`src/rtl/ula_serial_ctrl.sv`:
```
// Bit-serial sequencer around a single 1-bit ULA slice: one bit per clock, LSB first.
// Optional ULA_SERIAL_OVF_EN adds an ovf output and an overflow-corrected SLT.
module ula_serial_ctrl #(
   parameter int N = 32
) (
   input  logic         clk,
   input  logic         rst_n,
   input  logic         start,
   input  logic [2:0]   controle,
   input  logic [N-1:0] op_a,
   input  logic [N-1:0] op_b,
   output logic         sl_a,
   output logic         sl_b,
   output logic         sl_cin,
   output logic         sl_addsub,
   output logic         sl_less,
   output logic [2:0]   sl_controle,
   input  logic         sl_saida,
   input  logic         sl_cout,
   input  logic         sl_set,
   output logic         busy,
   output logic         done,
   output logic [N-1:0] resultado,
`ifdef ULA_SERIAL_OVF_EN
   output logic         ovf,
`endif
   output logic         zero
);

   localparam int CW = $clog2(N);

   localparam logic [2:0] OP_ADD = 3'b010;
   localparam logic [2:0] OP_RSV = 3'b100;
   localparam logic [2:0] OP_SUB = 3'b110;
   localparam logic [2:0] OP_SLT = 3'b111;

   typedef enum logic [1:0] {IDLE, RUN, DONE} state_t;

   state_t          state;
   logic [N-1:0]    a_reg;
   logic [N-1:0]    b_reg;
   logic [2:0]      ctrl_reg;
   logic [CW-1:0]   cnt;
   logic            carry_reg;
   logic [N-1:0]    res_bits;

   logic            run;
   logic            last_bit;
   logic            sign_bit;
   logic [N-1:0]    res_next;
   logic [N-1:0]    res_final;

   assign run      = (state == RUN);
   assign last_bit = (cnt == CW'(N - 1));

   // Slice is held quiescent (all zeros) outside RUN.
   assign sl_a        = run & a_reg[cnt];
   assign sl_b        = run & b_reg[cnt];
   assign sl_addsub   = run & ctrl_reg[2] & ctrl_reg[1];
   assign sl_cin      = run & carry_reg;
   assign sl_less     = 1'b0;
   assign sl_controle = !run ? 3'b000 : (ctrl_reg == OP_SLT) ? OP_SUB : ctrl_reg;

`ifdef ULA_SERIAL_OVF_EN
   logic ovf_bit;
   // carry_reg holds the carry into the MSB during the last RUN cycle.
   assign ovf_bit  = carry_reg ^ sl_cout;
   assign sign_bit = sl_set ^ ovf_bit;
`else
   assign sign_bit = sl_set;
`endif

   always_comb begin
      res_next      = res_bits;
      res_next[cnt] = sl_saida;
      if (ctrl_reg == OP_SLT) begin
         res_final = {{(N-1){1'b0}}, sign_bit};
      end else begin
         res_final = res_next;
      end
   end

   always_ff @(posedge clk) begin
      if (!rst_n) begin
         state     <= IDLE;
         a_reg     <= '0;
         b_reg     <= '0;
         ctrl_reg  <= 3'b000;
         cnt       <= '0;
         carry_reg <= 1'b0;
         res_bits  <= '0;
         busy      <= 1'b0;
         done      <= 1'b0;
         resultado <= '0;
         zero      <= 1'b1;
`ifdef ULA_SERIAL_OVF_EN
         ovf       <= 1'b0;
`endif
      end else begin
         done <= 1'b0;
         case (state)
            IDLE: begin
               if (start) begin
                  a_reg     <= op_a;
                  b_reg     <= op_b;
                  ctrl_reg  <= controle;
                  cnt       <= '0;
                  carry_reg <= controle[2] & controle[1];
                  res_bits  <= '0;
                  busy      <= 1'b1;
                  if (controle == OP_RSV) begin
                     state     <= DONE;
                     done      <= 1'b1;
                     resultado <= '0;
                     zero      <= 1'b1;
`ifdef ULA_SERIAL_OVF_EN
                     ovf       <= 1'b0;
`endif
                  end else begin
                     state <= RUN;
                  end
               end
            end
            RUN: begin
               carry_reg <= sl_cout;
               res_bits  <= res_next;
               cnt       <= cnt + CW'(1);
               if (last_bit) begin
                  state     <= DONE;
                  done      <= 1'b1;
                  resultado <= res_final;
                  zero      <= (res_final == '0);
`ifdef ULA_SERIAL_OVF_EN
                  ovf       <= ((ctrl_reg == OP_ADD) || (ctrl_reg == OP_SUB)) ? ovf_bit : 1'b0;
`endif
               end
            end
            DONE: begin
               state <= IDLE;
               busy  <= 1'b0;
            end
            default: begin
               state <= IDLE;
               busy  <= 1'b0;
            end
         endcase
      end
   end

endmodule

```
`config.mk`:
```
export PLATFORM = sky130hd
export DESIGN_NAME = ula_serial_ctrl
export DESIGN_NICKNAME = d
export VERILOG_FILES = /design/src/rtl/ula_serial_ctrl.sv
export SDC_FILE = /design/constraint.sdc
export NUM_CORES = 1
export LEC_CHECK = 0
export BUFFER_PORTS_ARGS = -buffer_cell sky130_fd_sc_hd__buf_2
export CAP_MARGIN = 20
export CORE_MARGIN = 4
export CORE_UTILIZATION = 45
export DETAILED_ROUTE_END_ITERATION = 10
export PLACE_DENSITY = 0.66
export SYNTH_ARGS = -nofsm -noshare
export SYNTH_HDL_FRONTEND = slang
export SYNTH_SLANG_ARGS = --single-unit
```
`constraint.sdc`:
```
create_clock -name clk -period 4.1 [get_ports clk]
set_clock_uncertainty 0.05 [all_clocks]
set_input_delay 1.025 -clock clk [delete_from_list [all_inputs] [get_ports clk]]
set_output_delay 1.025 -clock clk [all_outputs]
set_load 0.02 [all_outputs]
```
==> results.txt, run 1 <==
IO Count: 116
Status: completed
RR Endpoint: zero
GRT Max-Usage Layer: met2
Largest net degree at the start of global routing: 92
Setup TNS: 0 ns
Top-count cell post-synth: nand2_1
Die width: 130 µm
Cell area after synthesis: 0.00673 mm²
Clock buffer depth: 2
# fillers: 1287
Place WS: 0.813 ns
DP Wirelength: 11.7 mm
Final Cycle Share: 90.8%
CORE AREA: 0.0146 mm²
Syn Inst Count: 740
Commonest cells post-synth: 172 x nand2_1, 142 x dfxtp_1, 101 x a21boi_0, 55 x clkbuf_1, 38 x nand3_1
EDFF count, synth: 0
Slowest Stage Delay on Critical Path: 0.69 ns
GRT Overall Usage: 21.0%
# hold bufs at CTS: 0
Fin nets: 896
Yosys reg bits: 142
Hold path endpoint: a_reg[0]
Met1 usage: 28.0%
Yosys top cell area share: 42.3%
ANT cells: 0
# rows: 44
Synth warn: 0
Required @ worst endpoint: 3.02 ns
Resize count post-CTS: 0
Die Y: 130 µm
Router iterations before antenna repair: 5
DR WL/cell: 16.9 µm
Number of H-tree levels: 4
Final Hold Vio Count: 0
Crit path max fanout: 14
Area Overhead vs Synth: 19.1%
Clk sinks: 142
Via count: 5647
Crit-path most repeated cell: mux4_2
Number of routed nets with antenna violations: 0
Kind of critical path: flip-flop to primary output
Hold path depth: 2
Die ar.: 0.0170 mm²
Top cells by area, synth: dfxtp_1 42%, a21boi_0 11%, nand2_1 9.6%
CTS tree: built
Sequential area share after synthesis: 42.3%
Tmin final: 3.72 ns
Family with the most delay on the worst path: multiplexers
Synth cell types: 44
Hold Slack: 0.414 ns
RSZ-0062 raised after global routing: no
Ys flop type: dfxtp_1
Final Total Pwr: 3320 µW
Worst path bufs/invs: 2
Max cap viols: 0
R2R Setup Slk: 0.94 ns
CP Launch Type: flip-flop
Final setup vio count: 0
Worst vdd ir: 0.000290 V
Detailed Route WL: 17.1 mm
Area post-placement: 0.00735 mm²
Peak Freq: 0.268 GHz
Clock buffer count from CTS: 17
Arr. time, crit path: 2.65 ns
Crit end category: primary output
GP Congestion: 0.798
M2 GR Usage: 32.5%
Worst slew pin tran: 0.878 ns
Initial DRC count: 477
Layout Cell Area excl Fill: 0.00801 mm²
Rel. slew slack: 41.4%
CP cell instances: buf_4, mux4_2, mux4_2, mux2i_1, nor2_1, buf_2
Async S/R FF share, synth: 0%
Worst reg2reg path depth: 7
Worst hold path class: flip-flop to flip-flop
Syn_nets: 820
Power Density: 414 mW/mm²
Skew-Pair Late Insertion Delay: 0.42 ns
GR met3 Demand/Resource: 4.30%
R2R Path Start: cnt[1]
Final Slew Violations: 0
Min-delay src: a_reg[0]
First-pass GRT wire length: 28.1 mm
Initial antenna violation count: 1
Leak: 0.00310 µW
Drt via density: 5.57
GR Overflow Total: 0
CP max-delay cell: dfxtp_1
Setup bufs post-CTS: 0
Clock Pin Slew Worst Setup and Hold Paths: 0.06 ns
Remaining design rule violation count: 0
Vias in the first global route: 5583
Share of layout cells above drive strength 1: 25.6%
Clock root cell: clkbuf_16
Cell taking the most area after synthesis: dfxtp_1
Synthesized area per cell: 9.09 µm²
Final WS setup: 0.375 ns
PortBufs: 114
Initial Util: 46.1%
==> worst min-delay path, cell delays in order (launching register included) <==
cell and delay (ns):
dfxtp_1 0.31, nand2_1 0.05, a21boi_0 0.06
==> layout by cell type (no fill, tap or decap), types with 11 or more instances in the layout <==
cell type	instances
buf_4	11
dfxtp_1	142
nor2b_1	33
a21boi_0	101
nand4b_1	12
nand3_1	38
nand2_1	172
clkbuf_16	17
mux2_2	29
a22oi_1	31
mux4_2	20
nor4bb_1	11
buf_2	114
==> worst max path at each step <==
stage | slack, ns | cells after the start | endpoint | startpoint
after floorplan | 0.86 | 5 | sl_a | cnt[0]
after global placement | 0.87 | 6 | sl_b | cnt[1]
after detailed placement | 0.81 | 6 | sl_b | cnt[1]
after CTS | 0.34 | 6 | sl_b | cnt[1]
after global routing | 0.25 | 6 | sl_b | cnt[1]
final | 0.38 | 6 | sl_b | cnt[1]
==> cell type report <==
type | instances | area [µm²] | area share (%)
tap | 184 | 230 | 2.87
timing repair buffer | 128 | 728 | 9.09
multi-input combinational | 524 | 3590 | 44.8
clock inverter | 5 | 75.1 | 0.937
clock buffer | 27 | 533 | 6.65
inverter | 3 | 11.3 | 0.141
sequential | 142 | 2840 | 35.5
==> layer usage <==
| metal | wire length (µm) | vias to the layer above |
|---|---|---|
| met5 | 7 | - |
| met3 | 977 | 38 |
| li1 | - | 2741 |
| met2 | 7950 | 158 |
| met1 | 7760 | 2708 |
| met4 | 450 | 2 |
==> cell families after synthesis <==
kind of cell,share of synthesized area [%]
AND/OR/NAND/NOR,23.2
AO/OA/AOI/OAI,16.3
flip-flops,42.3
buffers and inverters,4.50
multiplexers,12.4
adder cells (fa/ha/maj),1.30
other,0.0557
==> where the power goes <==
part / switching (µW) / internal (µW) / total (µW)
sequential: 28.6 / 1430 / 1460
clock: 556 / 1010 / 1560
combinational: 173 / 126 / 299
total: 758 / 2560 / 3320
==> stage by stage <==
step	utilization (%)	std cells
finish	54.9	1013
global route	54.9	1013
CTS	54.5	1011
detailed placement	50.4	979
global placement	50.4	979
floorplan	-	740
Power figures use the tool's default switching activity.
==> inputs of run 2 (changes only) <==
--- a/config.mk
+++ b/config.mk
@@ -5,6 +5,7 @@
 export SDC_FILE = /design/constraint.sdc
 export NUM_CORES = 1
 export LEC_CHECK = 0
+export ABC_AREA = 1
 export BUFFER_PORTS_ARGS = -buffer_cell sky130_fd_sc_hd__buf_2
 export CAP_MARGIN = 20
 export CORE_MARGIN = 4
==> results.txt, run 2 <==
Clk sinks: 142 (unchanged)
Most frequent cells in the layout: 191 x nor2_1, 161 x nand2_1, 142 x dfxtp_1, 114 x buf_2, 103 x o21ai_0
# hold bufs at CTS: 0 (unchanged)
Place WS: 1.10 ns (+0.291 ns)
Internal: 2520 µW (-1.6%)
Skew-Pair Late Insertion Delay: 0.42 ns (about the same)
WP depth: 8 (+2)
Peak Freq: 0.290 GHz (+7.8%)
CTS tree: built
DP Wirelength: 12.2 mm (+4.3%)
Worst hold path class: flip-flop to flip-flop
Final setup vio count: 0 (unchanged)
Die width: 130 µm (-0.11%)
RSZ-0062 raised after global routing: no
Arr. time, crit path: 2.38 ns (-0.27 ns)
Synth warn: 0 (unchanged)
Top-count cell post-synth: nor2_1
Crit path max fanout: 38 (+24)
Ys flop type: dfxtp_1
Syn_nets: 1077 (+31%)
GRT Overall Usage: 21.4% (+0.43 points)
Synthesized area per cell: 6.73 µm² (-26%)
Setup bufs post-CTS: 0 (unchanged)
Clock root cell: clkbuf_16
Via count: 6696 (+19%)
Share of layout cells above drive strength 1: 16.4% (-9.2 points)
First-pass GRT wire length: 29.2 mm (+4.1%)
Cell taking the most area after synthesis: dfxtp_1
Die Y: 130 µm (-0.11%)
Async S/R FF share, synth: 0% (unchanged)
Flop pwr share: 43.6% (-0.3 points)
Initial DRC count: 658 (+38%)
Kind of critical path: flip-flop to primary output
# fillers: 1477 (+15%)
Tmin final: 3.45 ns (-0.271 ns)
Crit end category: primary output
Router iterations before antenna repair: 5 (unchanged)
PortBufs: 114 (unchanged)
GP Congestion: 0.801 (+0.40%)
Number of routed nets with antenna violations: 0 (unchanged)
Clock Pin Slew Worst Setup and Hold Paths: 0.06 ns (about the same)
Clock buffer count from CTS: 17 (unchanged)
Syn Inst Count: 997 (+35%)
Hold Slack: 0.407 ns (-0.00736 ns)
Final Hold Vio Count: 0 (unchanged)
CP Launch Type: flip-flop
Yosys reg bits: 142 (unchanged)
Hold path depth: 2 (unchanged)
Fin nets: 1147 (+28%)
Multi-input gate area: 0.00336 mm² (-6.5%)
Status: completed
CP cell instances: buf_4, inv_2, o21ai_0, o22ai_1, a22o_1, nor2_1, a21oi_1, buf_2
Sequential standard cell area: 0.00284 mm² (unchanged)
Cell area after synthesis: 0.00671 mm² (-0.24%)
Worst vdd ir: 0.000296 V (+1.8%)
NetSw: 883 µW (+16%)
Detailed Route WL: 18.1 mm (+5.4%)
GR Overflow Total: 0 (unchanged)
Leak: 0.00331 µW (+7.0%)
Power share of the clock group: 45.9% (-1.2 points)
Clock buffer depth: 2 (unchanged)
Layout Cell Area excl Fill: 0.00792 mm² (-1.2%)
Commonest cells post-synth: 192 x nor2_1, 162 x nand2_1, 142 x dfxtp_1, 103 x o21ai_0, 101 x nand3_1
Required @ worst endpoint: 3.02 ns (about the same)
Worst path bufs/invs: 3 (+1)
Final WS setup: 0.646 ns (+0.271 ns)
Top cells by area, synth: dfxtp_1 42%, nor2_1 11%, nand2_1 9.1%
CORE AREA: 0.0146 mm² (unchanged)
Sequential area share after synthesis: 42.4% (+0.10 points)
Family with the most delay on the worst path: buffers and inverters
Most common cell after layout, fill and taps aside: nor2_1
Final Slew Violations: 0 (unchanged)
EDFF count, synth: 0 (unchanged)
Rel. slew slack: 47.0% (+5.6 points)
Power Density: 430 mW/mm² (+3.8%)
Drt via density: 5.29 (-5.0%)
Number of H-tree levels: 4 (unchanged)
IO Count: 116 (unchanged)
Initial Util: 46.0% (-0.11 points)
CP max-delay cell: inv_2
Remaining design rule violation count: 0 (unchanged)
Die ar.: 0.0169 mm² (-0.22%)
Max cap viols: 0 (unchanged)
Worst slew pin tran: 0.794 ns (-0.0838 ns)
Setup TNS: 0 ns (unchanged)
Final Total Pwr: 3400 µW (+2.5%)
Area post-placement: 0.00731 mm² (-0.48%)
# rows: 44 (unchanged)
Worst reg2reg path depth: 13 (+6)
Area Overhead vs Synth: 17.9%
Largest net degree at the start of global routing: 69 (-25%)
Logic pwr share: 10.5% (+1.5 points)
Slowest Stage Delay on Critical Path: 0.46 ns (-0.23 ns)
DR WL/cell: 14.3 µm (-16%)
Resize count post-CTS: 0 (unchanged)
Synth cell types: 26 (-41%)
Sw frac: 26.0% (+3.1 points)
Vias in the first global route: 6014 (+7.7%)
Yosys top cell area share: 42.4% (+0.10 points)
Initial antenna violation count: 1 (unchanged)
Final Cycle Share: 84.2% (-6.6 points)
## run 2: power by group through the flow
| stage | registers [µW] | logic, µW | clock network [µW] |
|---|---|---|---|
| finish | 1480 | 357 | 1560 |
| global route | 1490 | 403 | 1650 |
| CTS | 1480 | 357 | 1580 |
| detailed placement | 1510 | 356 | 0 |
| global placement | 1510 | 351 | 0 |
| floorplan | 1500 | 252 | 0 |
## run 2: path summary, 6_finish.rpt
kind / start / to / slack (ns)
hold / removal: resultado[6] / resultado[6] / 0.41
setup reg to reg: cnt[0] / zero / 1.25
setup / recovery: cnt[0] / sl_a / 0.65
hold reg to reg: resultado[6] / resultado[6] / 0.41
## run 2: kinds of logic (layout without fill, tap and decap cells)
family,Yosys count,after routing,synth area share (%)
other,1,2,0.0559
buffers and inverters,132,215,7.74
and+or+nand+nor,512,512,32.8
AOI/OAI and AO/OA,203,203,15.8
DFF,142,142,42.4
adders and majority gates,7,7,1.30
## run 2: per-stage QoR
stage,utilization (%),std cells
6_report,54.3,1265
5_1_grt,54.3,1265
4_1_cts,54.2,1264
3_5_place_dp,50.1,1232
3_3_place_gp,50.1,1232
2_1_floorplan,-,997
## run 2: cell type report
class | count | area share (%)
Timing Repair Buffer | 128 | 8.54
Clock inverter | 14 | 2.13
Inverter | 55 | 2.61
Antenna cell | 1 | 0.0316
Clock buffer | 18 | 5.42
Multi-Input combinational cell | 723 | 42.4
Tap cell | 184 | 2.91
Sequential cell | 142 | 35.9
## run 2: tightest hold or removal path, stage by stage (launching register included)
cell,delay [ns]
dfxtp_1,0.30
nand2_1,0.06
a21oi_1,0.05
## run 2: layer usage
metal  vias up  track usage (%)  wire length (µm)
met5         -                0                 0
met4         0             6.11               175
met3        19             5.12              1020
met2       164             32.9              8100
met1      3051             30.1              8780
li1       3462                -                 -
